[config.mk]
export PLATFORM = sky130hd
export DESIGN_NAME = pix_reduce_par
export DESIGN_NICKNAME = d
export VERILOG_FILES = /design/src/rtl/pix_reduce_par_pkg.sv /design/src/rtl/pix_reduce_par_chan_quant.sv /design/src/rtl/pix_reduce_par.sv
export SDC_FILE = /design/constraint.sdc
export NUM_CORES = 1
export LEC_CHECK = 0
export ABC_AREA = 1
export BUFFER_PORTS_ARGS = -buffer_cell sky130_fd_sc_hd__buf_2
export CAP_MARGIN = 30
export CORE_MARGIN = 10
export CORE_UTILIZATION = 50
export CTS_CLUSTER_DIAMETER = 100
export CTS_CLUSTER_SIZE = 12
export DETAILED_ROUTE_END_ITERATION = 7
export MAX_ROUTING_LAYER = met4
export PLACE_DENSITY_LB_ADDON = 0.25
export SYNTH_ARGS = -nofsm -noshare
export SYNTH_HDL_FRONTEND = slang
export SYNTH_SLANG_ARGS = --single-unit
[constraint.sdc]
create_clock -name clk -period 3.1 [get_ports clk]
set_input_delay 0 -clock clk [delete_from_list [all_inputs] [get_ports clk]]
set_output_delay 0 -clock clk [all_outputs]
set_load 0.01 [all_outputs]
[src/rtl/pix_reduce_par_pkg.sv]
// pix_reduce_par_pkg
//   Shared definitions for the pixel colour-reduction pipeline:
//   mode encodings, statistics counter width and a saturating adder
//   used by the statistics counter.
package pix_reduce_par_pkg;

  localparam logic [1:0] MODE_BYPASS = 2'b00;
  localparam logic [1:0] MODE_TRUNC  = 2'b01;
  localparam logic [1:0] MODE_ROUND  = 2'b10;
  localparam logic [1:0] MODE_THRESH = 2'b11;

  localparam int SAT_W = 16;

  // Adds two counter values and sticks at all-ones instead of wrapping.
  function automatic logic [SAT_W-1:0] sat_add(input logic [SAT_W-1:0] a,
                                               input logic [SAT_W-1:0] b);
    logic [SAT_W:0] s;
    s = {1'b0, a} + {1'b0, b};
    return s[SAT_W] ? {SAT_W{1'b1}} : s[SAT_W-1:0];
  endfunction

endpackage

[src/rtl/pix_reduce_par_chan_quant.sv]
// chan_quant
//   Combinational quantiser for a single colour channel.
//   Ports:
//     i_c      - input channel value (CW bits)
//     i_mode   - 00 bypass, 01 truncate, 10 round, 11 threshold
//     i_thresh - threshold used in mode 11
//     o_q      - quantised channel value
//     o_sat    - high when rounding overflowed and the result was clamped
module chan_quant
  import pix_reduce_par_pkg::*;
#(
  parameter int CW    = 6,
  parameter int QBITS = 3
) (
  input  logic [CW-1:0] i_c,
  input  logic [1:0]    i_mode,
  input  logic [CW-1:0] i_thresh,
  output logic [CW-1:0] o_q,
  output logic          o_sat
);

  localparam int            LB        = CW - QBITS;
  // Keeps the QBITS most significant bits, zeroes the rest.
  localparam logic [CW-1:0] KEEP_MASK = {{QBITS{1'b1}}, {LB{1'b0}}};
  // Half of one retained LSB; added before masking to round to nearest.
  localparam logic [CW:0]   HALF      = (CW+1)'(1) << (LB - 1);

  logic [CW:0] w_sum;

  // One spare bit so the rounding carry-out is visible.
  assign w_sum = {1'b0, i_c} + HALF;

  always_comb begin
    o_q   = i_c;
    o_sat = 1'b0;
    case (i_mode)
      MODE_BYPASS: o_q = i_c;
      MODE_TRUNC:  o_q = i_c & KEEP_MASK;
      MODE_ROUND: begin
        if (w_sum[CW]) begin
          // Rounding would overflow the channel: clamp to the largest
          // representable quantised level.
          o_q   = KEEP_MASK;
          o_sat = 1'b1;
        end else begin
          o_q = w_sum[CW-1:0] & KEEP_MASK;
        end
      end
      default:     o_q = (i_c >= i_thresh) ? {CW{1'b1}} : {CW{1'b0}};
    endcase
  end

endmodule

[src/rtl/pix_reduce_par.sv]
// pix_reduce_par
//   Two-stage pipelined colour reducer. NPIX pixels of three CW-bit
//   channels are quantised in parallel per beat.
//   Ports:
//     clk, reset           - rising-edge clock, synchronous active-low reset
//     in_data/valid/ready  - input beat stream (pixel k at [k*3*CW +: 3*CW],
//                            R high, G middle, B low)
//     mode, thresh         - processing controls, captured with each beat
//     out_data/valid/ready - output beat stream, same packing as input
//     clear_stats          - single-cycle clear of sat_count
//     sat_count            - saturating count of clamped rounding results
//
//   Handshake: a beat moves across an interface on a rising edge where
//   valid and ready are both high. A producer holds valid and data stable
//   until that happens; ready may depend combinationally on out_ready.
module pix_reduce_par
  import pix_reduce_par_pkg::*;
#(
  parameter int NPIX  = 2,
  parameter int CW    = 6,
  parameter int QBITS = 3
) (
  input  logic                 clk,
  input  logic                 reset,
  input  logic [NPIX*3*CW-1:0] in_data,
  input  logic                 in_valid,
  output logic                 in_ready,
  input  logic [1:0]           mode,
  input  logic [CW-1:0]        thresh,
  output logic [NPIX*3*CW-1:0] out_data,
  output logic                 out_valid,
  input  logic                 out_ready,
  input  logic                 clear_stats,
  output logic [SAT_W-1:0]     sat_count
);

  localparam int NCH = NPIX * 3;
  localparam int DW  = NCH * CW;

  // Stage 1: raw beat plus the controls it was accepted with.
  logic          r_s1_valid;
  logic [DW-1:0] r_s1_data;
  logic [1:0]    r_s1_mode;
  logic [CW-1:0] r_s1_thresh;
  // Stage 2: processed beat.
  logic          r_s2_valid;
  logic [DW-1:0] r_s2_data;
  logic [SAT_W-1:0] r_sat_count;

  logic [DW-1:0]    w_q;
  logic [NCH-1:0]   w_sat;
  logic [SAT_W-1:0] w_sat_cnt;
  logic             w_s2_load;
  logic             w_s1_adv;

  // S2 can take a new beat when empty or when its beat leaves this cycle.
  assign w_s2_load = !r_s2_valid || out_ready;
  assign w_s1_adv  = r_s1_valid && w_s2_load;
  // Held high while in reset; anything offered then is discarded anyway.
  assign in_ready  = !reset || !r_s1_valid || w_s1_adv;

  assign out_valid = r_s2_valid;
  assign out_data  = r_s2_data;
  assign sat_count = r_sat_count;

  // Channel k occupies [k*CW +: CW] across the whole beat.
  for (genvar k = 0; k < NCH; k++) begin : g_chan
    chan_quant #(
      .CW    (CW),
      .QBITS (QBITS)
    ) u_chan_quant (
      .i_c      (r_s1_data[k*CW +: CW]),
      .i_mode   (r_s1_mode),
      .i_thresh (r_s1_thresh),
      .o_q      (w_q[k*CW +: CW]),
      .o_sat    (w_sat[k])
    );
  end

  always_comb begin
    w_sat_cnt = '0;
    for (int i = 0; i < NCH; i++) begin
      w_sat_cnt = w_sat_cnt + SAT_W'(w_sat[i]);
    end
  end

  always_ff @(posedge clk) begin
    if (!reset) begin
      r_s1_valid  <= 1'b0;
      r_s1_data   <= '0;
      r_s1_mode   <= MODE_BYPASS;
      r_s1_thresh <= '0;
      r_s2_valid  <= 1'b0;
      r_s2_data   <= '0;
      r_sat_count <= '0;
    end else begin
      if (in_ready) begin
        r_s1_valid <= in_valid;
        if (in_valid) begin
          r_s1_data   <= in_data;
          r_s1_mode   <= mode;
          r_s1_thresh <= thresh;
        end
      end
      if (w_s2_load) begin
        r_s2_valid <= r_s1_valid;
        if (r_s1_valid) begin
          r_s2_data <= w_q;
        end
      end
      // A clear in the same cycle as a transfer drops that beat's events.
      if (clear_stats) begin
        r_sat_count <= '0;
      end else if (w_s1_adv) begin
        r_sat_count <= sat_add(r_sat_count, w_sat_cnt);
      end
    end
  end

endmodule

==> Implementation_results.wiki, run 1 <==
{| class="wikitable"
! Metric !! Value
|-
| Count of input and output buffers || 102
|-
| Area fraction in and, or, nand and nor cells after synthesis || 17.2%
|-
| WS Path Type || flop to flop
|-
| DR vias || 5663
|-
| Clock tree buffer depth || 2
|-
| Synth-to-layout area growth || 31.5%
|-
| Post-DRT Antenna Nets || 0
|-
| Reg-to-reg endpoint || sat_count[9]$_SDFFE_PP0P_
|-
| Setup crit end || sat_count[9]$_SDFFE_PP0P_
|-
| Initial antenna violation count || 0
|-
| Final setup viols || 16
|-
| Kind of start point of the critical path || flop
|-
| Maximum level of the CTS H-tree || 3
|-
| Die Height || 123 um
|-
| First-pass GRT wire length || 26200 um
|-
| Hold Fails Final Rpt || 0
|-
| Share of the synthesized area in compound gates (AO/OA/AOI/OAI) || 23.9%
|-
| Upper clock frequency limit || about 300 MHz
|-
| Clock-pin transition on the worst setup and hold timing paths || about 0.11 ns
|-
| CP Capture Type || flop
|-
| HPWL after detailed placement || 11100 um
|-
| Count of final max-slew check failures || 0
|-
| Inserted Clock Buffers || 9
|-
| Fraction of synthesized cell area in xor and xnor cells || 0.332%
|-
| Fraction of synthesis flops using an asynchronous set or reset pin || 0%
|-
| Post-route worst setup slack || -0.244 ns
|-
| Syn avg cell area || 7.32 um^2
|-
| Clock Skews || between 0.01 and 0.015 ns
|-
| Root cell of the clock tree || sky130_fd_sc_hd__clkbuf_8
|-
| Layout net count || 987
|-
| Worst-margin pin slew || approximately 0.74 ns
|-
| Synthesized netlist net count || 818
|-
| Unrepaired setup endpoints after global routing || true
|-
| DRC errors left || 0
|-
| Global-route track usage on met2 || between 30% and 40%
|-
| Remaining Overflow, GRT || 0
|-
| Clock Sink Count || 98
|-
| Met1 GRT Util || 25.9%
|-
| Total wirelength of the detailed-routed design || 16400 um
|-
| Largest fanout on the critical path || 8
|-
| DR pass1 iterations || 6
|-
| Most frequently used flop master after synthesis || sky130_fd_sc_hd__dfxtp_1
|-
| Vias in the first global route || 5466
|-
| Leakage || ~3.3 nW
|-
| Clock tree from TritonCTS || yes
|-
| Main combinational cell family by area after synthesis || compound AO/OA/AOI/OAI gates
|-
| Pin count of the biggest net entering global routing || 82
|-
| Violations in the final reports || negative setup slack
|-
| Diode count || 0
|-
| Max transition margin || roughly half
|-
| DRT iter0 DRCs || 561
|-
| Non-filler cells, final || 1030
|-
| Busiest metal layer after global routing || met2
|-
| Adder and majority cell fraction of the synthesized area || between 10% and 20%
|-
| Tmin final || 3.34 ns
|-
| Per-cell via count in the routed design || between 5 and 6
|-
| Clock latency on the worst-skew pair || 0.39 ns
|-
| Final Hold Slack || 0.198 ns
|-
| Power density relative to cell area || 409 nW/um^2
|-
| Starting density of the core || 51.1%
|-
| Seq/Total Area, Yosys || 37.2%
|-
| Post-synth cell types || 34
|-
| Total die area || 15100 um^2
|-
| Share of post-route cells with drive strength above 1 || 22.7%
|-
| Number of flops mapped to enable cells by yosys || 0
|-
| Seq cells post-synth || roughly 100
|-
| Multiplexer area fraction after synthesis || 0.380%
|-
| Worst hold-check path type || primary input to flop
|-
| Status || finished with violations
|-
| Worst setup path startpoint || r_s1_data[2]$_SDFFE_PN0P_
|-
| Number of cells in the design after placement || 958
|-
| Overall global routing resource usage || 22.0%
|-
| I/O pin cnt || 103
|-
| Core area || ~10000 um^2
|-
| Met3 usage in global routing || 4.04%
|-
| Worst reg-to-reg setup slack || -0.24 ns
|-
| Cell row count || 37
|-
| Data required time at the worst endpoint || 3.39 ns
|-
| Final weighted congestion of routability-driven global placement || 0.913
|-
| Horizontal extent of the die || 123 um
|-
| Final worst-path cycle share || 108%
|-
| Worst reg-to-reg path cell count || 19
|-
| Post-synth design cell area || 5270 um^2
|-
| Ys Warns || 0
|-
| Max-cap violations || 0
|-
| Arrival time reported for the critical path endpoint || 3.63 ns
|-
| Peak supply drop || between 0.2 and 0.25 mV
|-
| WL/cell || 15.9 um
|-
| Critical R2R Launch || r_s1_data[2]$_SDFFE_PN0P_
|-
| Cells after Synth || between 700 and 800
|}
[metal layers]
metal | up-vias | part of all wire (%)
met5 | - | 0
met3 | 43 | 6.1
li1 | 2778 | -
met1 | 2617 | 43
met4 | 0 | 2.6
met2 | 225 | 49
[cell usage in the layout, fill, tap and decap left out, types with 5 or more instances in the layout]
cell type,count
sky130_fd_sc_hd__a211oi_1,5
sky130_fd_sc_hd__dfxtp_1,94
sky130_fd_sc_hd__nor2_1,70
sky130_fd_sc_hd__a21oi_1,93
sky130_fd_sc_hd__nand3_1,22
sky130_fd_sc_hd__inv_1,71
sky130_fd_sc_hd__ha_1,43
sky130_fd_sc_hd__buf_2,102
sky130_fd_sc_hd__nand4_1,6
sky130_fd_sc_hd__buf_4,40
sky130_fd_sc_hd__o21ai_0,108
sky130_fd_sc_hd__nand2_2,5
sky130_fd_sc_hd__clkbuf_8,9
sky130_fd_sc_hd__a21boi_0,5
sky130_fd_sc_hd__nor2_4,5
sky130_fd_sc_hd__a31oi_1,20
sky130_fd_sc_hd__nand2_1,85
sky130_fd_sc_hd__nand3_2,7
sky130_fd_sc_hd__nor3_1,5
sky130_fd_sc_hd__inv_2,5
sky130_fd_sc_hd__dlygate4sd3_1,47
[flip-flops by register name (all words and copies together) (netlist names)]
signal,flops
out_valid,1
r_s1_data,36
r_s1_mode,2
r_s1_valid,1
sat_count,16
out_data,36
r_s1_thresh,6
[cells in the mapped netlist (3+ instances only)]
master | count | area share, %
sky130_fd_sc_hd__o21ai_0 | 108 | 10
sky130_fd_sc_hd__dfxtp_1 | 98 | 37
sky130_fd_sc_hd__a21oi_1 | 93 | 8.8
sky130_fd_sc_hd__nand2_1 | 91 | 6.5
sky130_fd_sc_hd__nor2_1 | 76 | 5.4
sky130_fd_sc_hd__inv_1 | 73 | 5.2
sky130_fd_sc_hd__ha_1 | 45 | 11
sky130_fd_sc_hd__nand3_1 | 28 | 2.7
sky130_fd_sc_hd__a31oi_1 | 20 | 2.4
sky130_fd_sc_hd__buf_2 | 15 | 1.4
sky130_fd_sc_hd__clkbuf_1 | 14 | 1.0
sky130_fd_sc_hd__nand4_1 | 6 | 0.71
sky130_fd_sc_hd__a211oi_1 | 5 | 0.71
sky130_fd_sc_hd__a21boi_0 | 5 | 0.71
sky130_fd_sc_hd__inv_2 | 5 | 0.36
sky130_fd_sc_hd__nor3_1 | 5 | 0.47
sky130_fd_sc_hd__fa_1 | 4 | 1.5
sky130_fd_sc_hd__nand2_2 | 4 | 0.47
sky130_fd_sc_hd__buf_4 | 3 | 0.43
sky130_fd_sc_hd__o211ai_1 | 3 | 0.43
[cell type report]
class	instances	area (um^2)
fill	863	3390
multi-input combinational	509	2990
tap	136	170
clock buffer	9	124
clock inverter	7	62.6
timing repair buffer	192	1320
inverter	79	302
sequential	98	1970
[power by group]
| part | internal [mW] | switching [mW] |
|---|---|---|
| logic | 0.262 | 0.354 |
| registers | 1.35 | 0.0582 |
| clock network | 0.307 | 0.510 |
[worst min path at each step]
| stage | startpoint | to | slack (ns) | depth (start not counted) |
|---|---|---|---|---|
| 3_5_place_dp | in_data[31] | r_s1_data[31]$_SDFFE_PN0P_ | 0.26 | 3 |
| 4_1_cts | in_valid | r_s1_data[15]$_SDFFE_PN0P_ | 0.20 | 3 |
| 6_report | in_valid | r_s1_data[15]$_SDFFE_PN0P_ | 0.20 | 3 |
| 5_1_grt | in_valid | r_s1_data[10]$_SDFFE_PN0P_ | 0.24 | 3 |
| 3_3_place_gp | in_data[32] | r_s1_data[32]$_SDFFE_PN0P_ | 0.26 | 3 |
| 2_1_floorplan | in_data[2] | r_s1_data[2]$_SDFFE_PN0P_ | 0.16 | 2 |
[cells by family (layout without fill, tap and decap cells)]
logic type               after synthesis  in the layout
flip-flops                            98             98
XOR/XNOR                               2              2
multiplexers                           2              2
buffers and inverters                113            287
AND/OR/NAND/NOR                      217            217
adder cells (fa/ha/maj)               49             49
AO/OA/AOI/OAI                        239            239
[worst max-delay path: stages (launching register included)]
cell and delay, ns:
sky130_fd_sc_hd__dfxtp_2 0.37, sky130_fd_sc_hd__ha_4 0.15, sky130_fd_sc_hd__nand2_4 0.06, sky130_fd_sc_hd__nor2_4 0.11, sky130_fd_sc_hd__nand2_2 0.06, sky130_fd_sc_hd__inv_2 0.06, sky130_fd_sc_hd__fa_1 0.44, sky130_fd_sc_hd__fa_1 0.52
sky130_fd_sc_hd__fa_2 0.39, sky130_fd_sc_hd__fa_2 0.37, sky130_fd_sc_hd__nand3_2 0.08, sky130_fd_sc_hd__nand2_1 0.06, sky130_fd_sc_hd__nand2_2 0.08, sky130_fd_sc_hd__inv_2 0.05, sky130_fd_sc_hd__nand2_4 0.06, sky130_fd_sc_hd__inv_4 0.05
sky130_fd_sc_hd__nand2_8 0.10, sky130_fd_sc_hd__nand2_4 0.06, sky130_fd_sc_hd__nor2_4 0.12, sky130_fd_sc_hd__nor2_2 0.05
[metrics by stage]
step | setup slack (ns) | area (um^2) | power (mW) | TNS, ns | util (%)
2_1_floorplan | -0.0578 | 5350 | 1.78 | -0.244 | -
3_3_place_gp | -0.211 | 6120 | 1.97 | -2.07 | 59.3
3_5_place_dp | -0.302 | 6120 | 1.99 | -3.24 | 59.3
4_1_cts | -0.166 | 6840 | 2.83 | -1.58 | 66.2
5_1_grt | -0.396 | 6930 | 2.98 | -5.50 | 67.2
6_report | -0.244 | 6930 | 2.84 | -3.00 | 67.2
[timing repair]
action / CTS / global route
resized for setup: 10 / 14
endpoints found under the hold margin: 53 / 0
buffers inserted: 3 / 6
pin swaps: 3 / 12
hold buffers: 47 / 0
setup endpoints to repair: 16 / 16
(Power assumes the default switching activity.)
==> inputs of run 2 (changes only) <==
--- a/config.mk
+++ b/config.mk
@@ -9,8 +9,8 @@
 export BUFFER_PORTS_ARGS = -buffer_cell sky130_fd_sc_hd__buf_2
 export CAP_MARGIN = 30
 export CORE_MARGIN = 10
-export CORE_UTILIZATION = 50
-export CTS_CLUSTER_DIAMETER = 100
+export CORE_UTILIZATION = 56
+export CTS_CLUSTER_DIAMETER = 60
 export CTS_CLUSTER_SIZE = 12
 export DETAILED_ROUTE_END_ITERATION = 7
 export MAX_ROUTING_LAYER = met4
==> constraint.sdc (replaced) <==
create_clock -name clk -period 3.8 [get_ports clk]
set_input_delay 0 -clock clk [delete_from_list [all_inputs] [get_ports clk]]
set_output_delay 0 -clock clk [all_outputs]
set_load 0.01 [all_outputs]
==> Implementation_results.wiki, run 2 (synthesis results as in run 1) <==
{| class="wikitable"
! Metric !! Value
|-
| Status || completed
|-
| Clock tree from TritonCTS || yes
|-
| DR pass1 iterations || 7 (+1)
|-
| WS Path Type || flop to flop
|-
| First-pass GRT wire length || 25800 um (-1.5%)
|-
| Post-DP Area || 5850 um^2 (-4.4%)
|-
| Clock Skews || 0.0111 ns (-0.00267 ns)
|-
| Largest fanout on the critical path || 13 (+5)
|-
| HPWL after detailed placement || 10900 um (-1.6%)
|-
| Max-cap violations || 0 (unchanged)
|-
| Kind of start point of the critical path || flop
|-
| Worst-margin pin slew || 0.809 ns (+0.0695 ns)
|-
| DRC errors left || 0 (unchanged)
|-
| Clock-pin transition on the worst setup and hold timing paths || 0.10 ns (about the same)
|-
| Max transition margin || 46.0% (-4.6 points)
|-
| Arrival time reported for the critical path endpoint || 3.78 ns (+0.15 ns)
|-
| Count of input and output buffers || 102 (unchanged)
|-
| Horizontal extent of the die || 117 um (-4.6%)
|-
| Worst hold-check path type || primary input to flop
|-
| Peak supply drop || 0.205 mV (-12%)
|-
| Vias in the first global route || 5431 (-0.64%)
|-
| Hold Fails Final Rpt || 0 (unchanged)
|-
| WL/cell || 16.3 um (+2.6%)
|-
| Most used cells in the layout excluding fill and tap cells || 108 x sky130_fd_sc_hd__o21ai_0, 102 x sky130_fd_sc_hd__buf_2, 97 x sky130_fd_sc_hd__dfxtp_1
|-
| Most Frequent Cell on Critical Path || sky130_fd_sc_hd__nand2_1
|-
| Initial antenna violation count || 0 (unchanged)
|-
| Power density relative to cell area || 355 nW/um^2 (-13%)
|-
| Pin count of the biggest net entering global routing || 83 (+1.2%)
|-
| Layout net count || 953 (-3.4%)
|-
| Total die area || 13700 um^2 (-9.0%)
|-
| I/O pin cnt || 103 (unchanged)
|-
| Biggest cell delay along the critical path || 0.49 ns (-0.03 ns)
|-
| Non-filler cells, final || 971 (-5.7%)
|-
| Final setup viols || 0 (-16)
|-
| Clock tree buffer depth || 2 (unchanged)
|-
| Inserted Clock Buffers || 9 (unchanged)
|-
| Utilization after layout || 70.9% (+3.7 points)
|-
| Synth-to-layout area growth || 23.6%
|-
| Per-cell via count in the routed design || 5.70 (+3.7%)
|-
| Upper clock frequency limit || 285 MHz (-4.7%)
|-
| Clock latency on the worst-skew pair || 0.37 ns (-0.02 ns)
|-
| Diode count || 0 (unchanged)
|-
| Overall global routing resource usage || 24.1% (+2.0 points)
|-
| Die Height || 117 um (-4.6%)
|-
| CP Capture Type || flop
|-
| Final non-filler cell area || 6520 um^2 (-6.0%)
|-
| Maximum level of the CTS H-tree || 3 (unchanged)
|-
| Tmin final || 3.51 ns (+0.166 ns)
|-
| Final worst-path cycle share || 92.4% (-16 points)
|-
| Total wirelength of the detailed-routed design || 15800 um (-3.3%)
|-
| CP max stage cell || sky130_fd_sc_hd__fa_1
|-
| Clock Sink Count || 98 (unchanged)
|-
| Starting density of the core || 57.3% (+6.3 points)
|-
| Unrepaired setup endpoints after global routing || false
|-
| Core area || 9200 um^2 (-11%)
|-
| Leakage || 3.09 nW (-7.1%)
|-
| Share of post-route cells with drive strength above 1 || 17.0% (-5.7 points)
|-
| Number of cells in the design after placement || 910 (-5.0%)
|-
| DR vias || 5538 (-2.2%)
|-
| Cell-by-cell listing of the critical path || ha_1, nand2_1, nor2_1, nand2_1, inv_1, fa_1, fa_1, fa_2, fa_2, nand3_1, nand2_1, nand2_2, inv_2, nand2_1, inv_2, nand2_8, nand3_1, nand2_1, inv_1
|-
| Remaining Overflow, GRT || 0 (unchanged)
|-
| Data required time at the worst endpoint || 4.07 ns (+0.68 ns)
|-
| DRT iter0 DRCs || 450 (-20%)
|-
| Final weighted congestion of routability-driven global placement || 0.883 (-3.4%)
|-
| Root cell of the clock tree || sky130_fd_sc_hd__clkbuf_8
|-
| Number of post-CTS setup repair buffers || 0 (-3)
|-
| Most common library cell in the layout ignoring fill and taps || sky130_fd_sc_hd__o21ai_0
|-
| Cell row count || 35 (-5.4%)
|-
| Count of final max-slew check failures || 0 (unchanged)
|-
| Setup TNS Final || 0 ns (+3.00 ns)
|-
| Post-DRT Antenna Nets || 0 (unchanged)
|}
## run 2: worst max-delay path: cells and delay by family, from the launching register on
kind          cells  cell delay (ns)
buf+inv           4             0.24
simple gates     10             0.86
flops             1             0.37
fa+ha+maj         5             1.93
## run 2: final timing paths
path / start / depth (start not counted) / to / slack (ns)
max: r_s1_data[3]$_SDFFE_PN0P_ / 19 / sat_count[15]$_SDFFE_PP0P_ / 0.29
min: in_data[9] / 3 / r_s1_data[9]$_SDFFE_PN0P_ / 0.04
max reg2reg: r_s1_data[3]$_SDFFE_PN0P_ / 19 / sat_count[15]$_SDFFE_PP0P_ / 0.29
min reg2reg: r_s1_data[30]$_SDFFE_PN0P_ / 2 / r_s1_data[30]$_SDFFE_PN0P_ / 0.49
## run 2: timing repair
item | CTS | global route
hold endpoints to repair | 51 | 0
endpoints found under the setup margin | 3 | 15
resized for setup | 1 | 4
hold buffers | 45 | 0
pin swaps | 0 | 1
## run 2: power by group
group          switching, mW  internal [mW]  total (mW)
Combinational          0.279          0.195       0.474
Sequential            0.0533           1.10        1.15
Clock                  0.381          0.306       0.686
## run 2: through the flow
| step | power [mW] | setup slack [ns] | hold WS, ns |
|---|---|---|---|
| 3_5_place_dp | 1.60 | 0.00246 | 0.264 |
| 6_report | 2.31 | 0.290 | 0.0441 |
| 3_3_place_gp | 1.58 | 0.133 | 0.252 |
| 4_1_cts | 2.31 | 0.0741 | 0.0522 |
| 2_1_floorplan | 1.45 | 0.317 | 0.164 |
| 5_1_grt | 2.44 | 0.0253 | 0.0818 |
## run 2: final cells by class
| type | count | area, um^2 |
|---|---|---|
| Clock inverter | 6 | 67.6 |
| Clock buffer | 10 | 128 |
| Tap cell | 111 | 139 |
| Inverter | 79 | 297 |
| Multi-Input combinational cell | 509 | 2880 |
| Sequential cell | 98 | 1960 |
| Fill cell | 726 | 2680 |
| Timing Repair Buffer | 158 | 1040 |
## run 2: layer usage
layer  vias to the layer above  GRT usage, %  part of all wire (%)
li1                       2712             -                     -
met1                      2550          27.2                    40
met2                       241          41.5                    50
met3                        35          3.98                   7.3
met4                         0          9.97                   2.5
met5                         -             -                     0
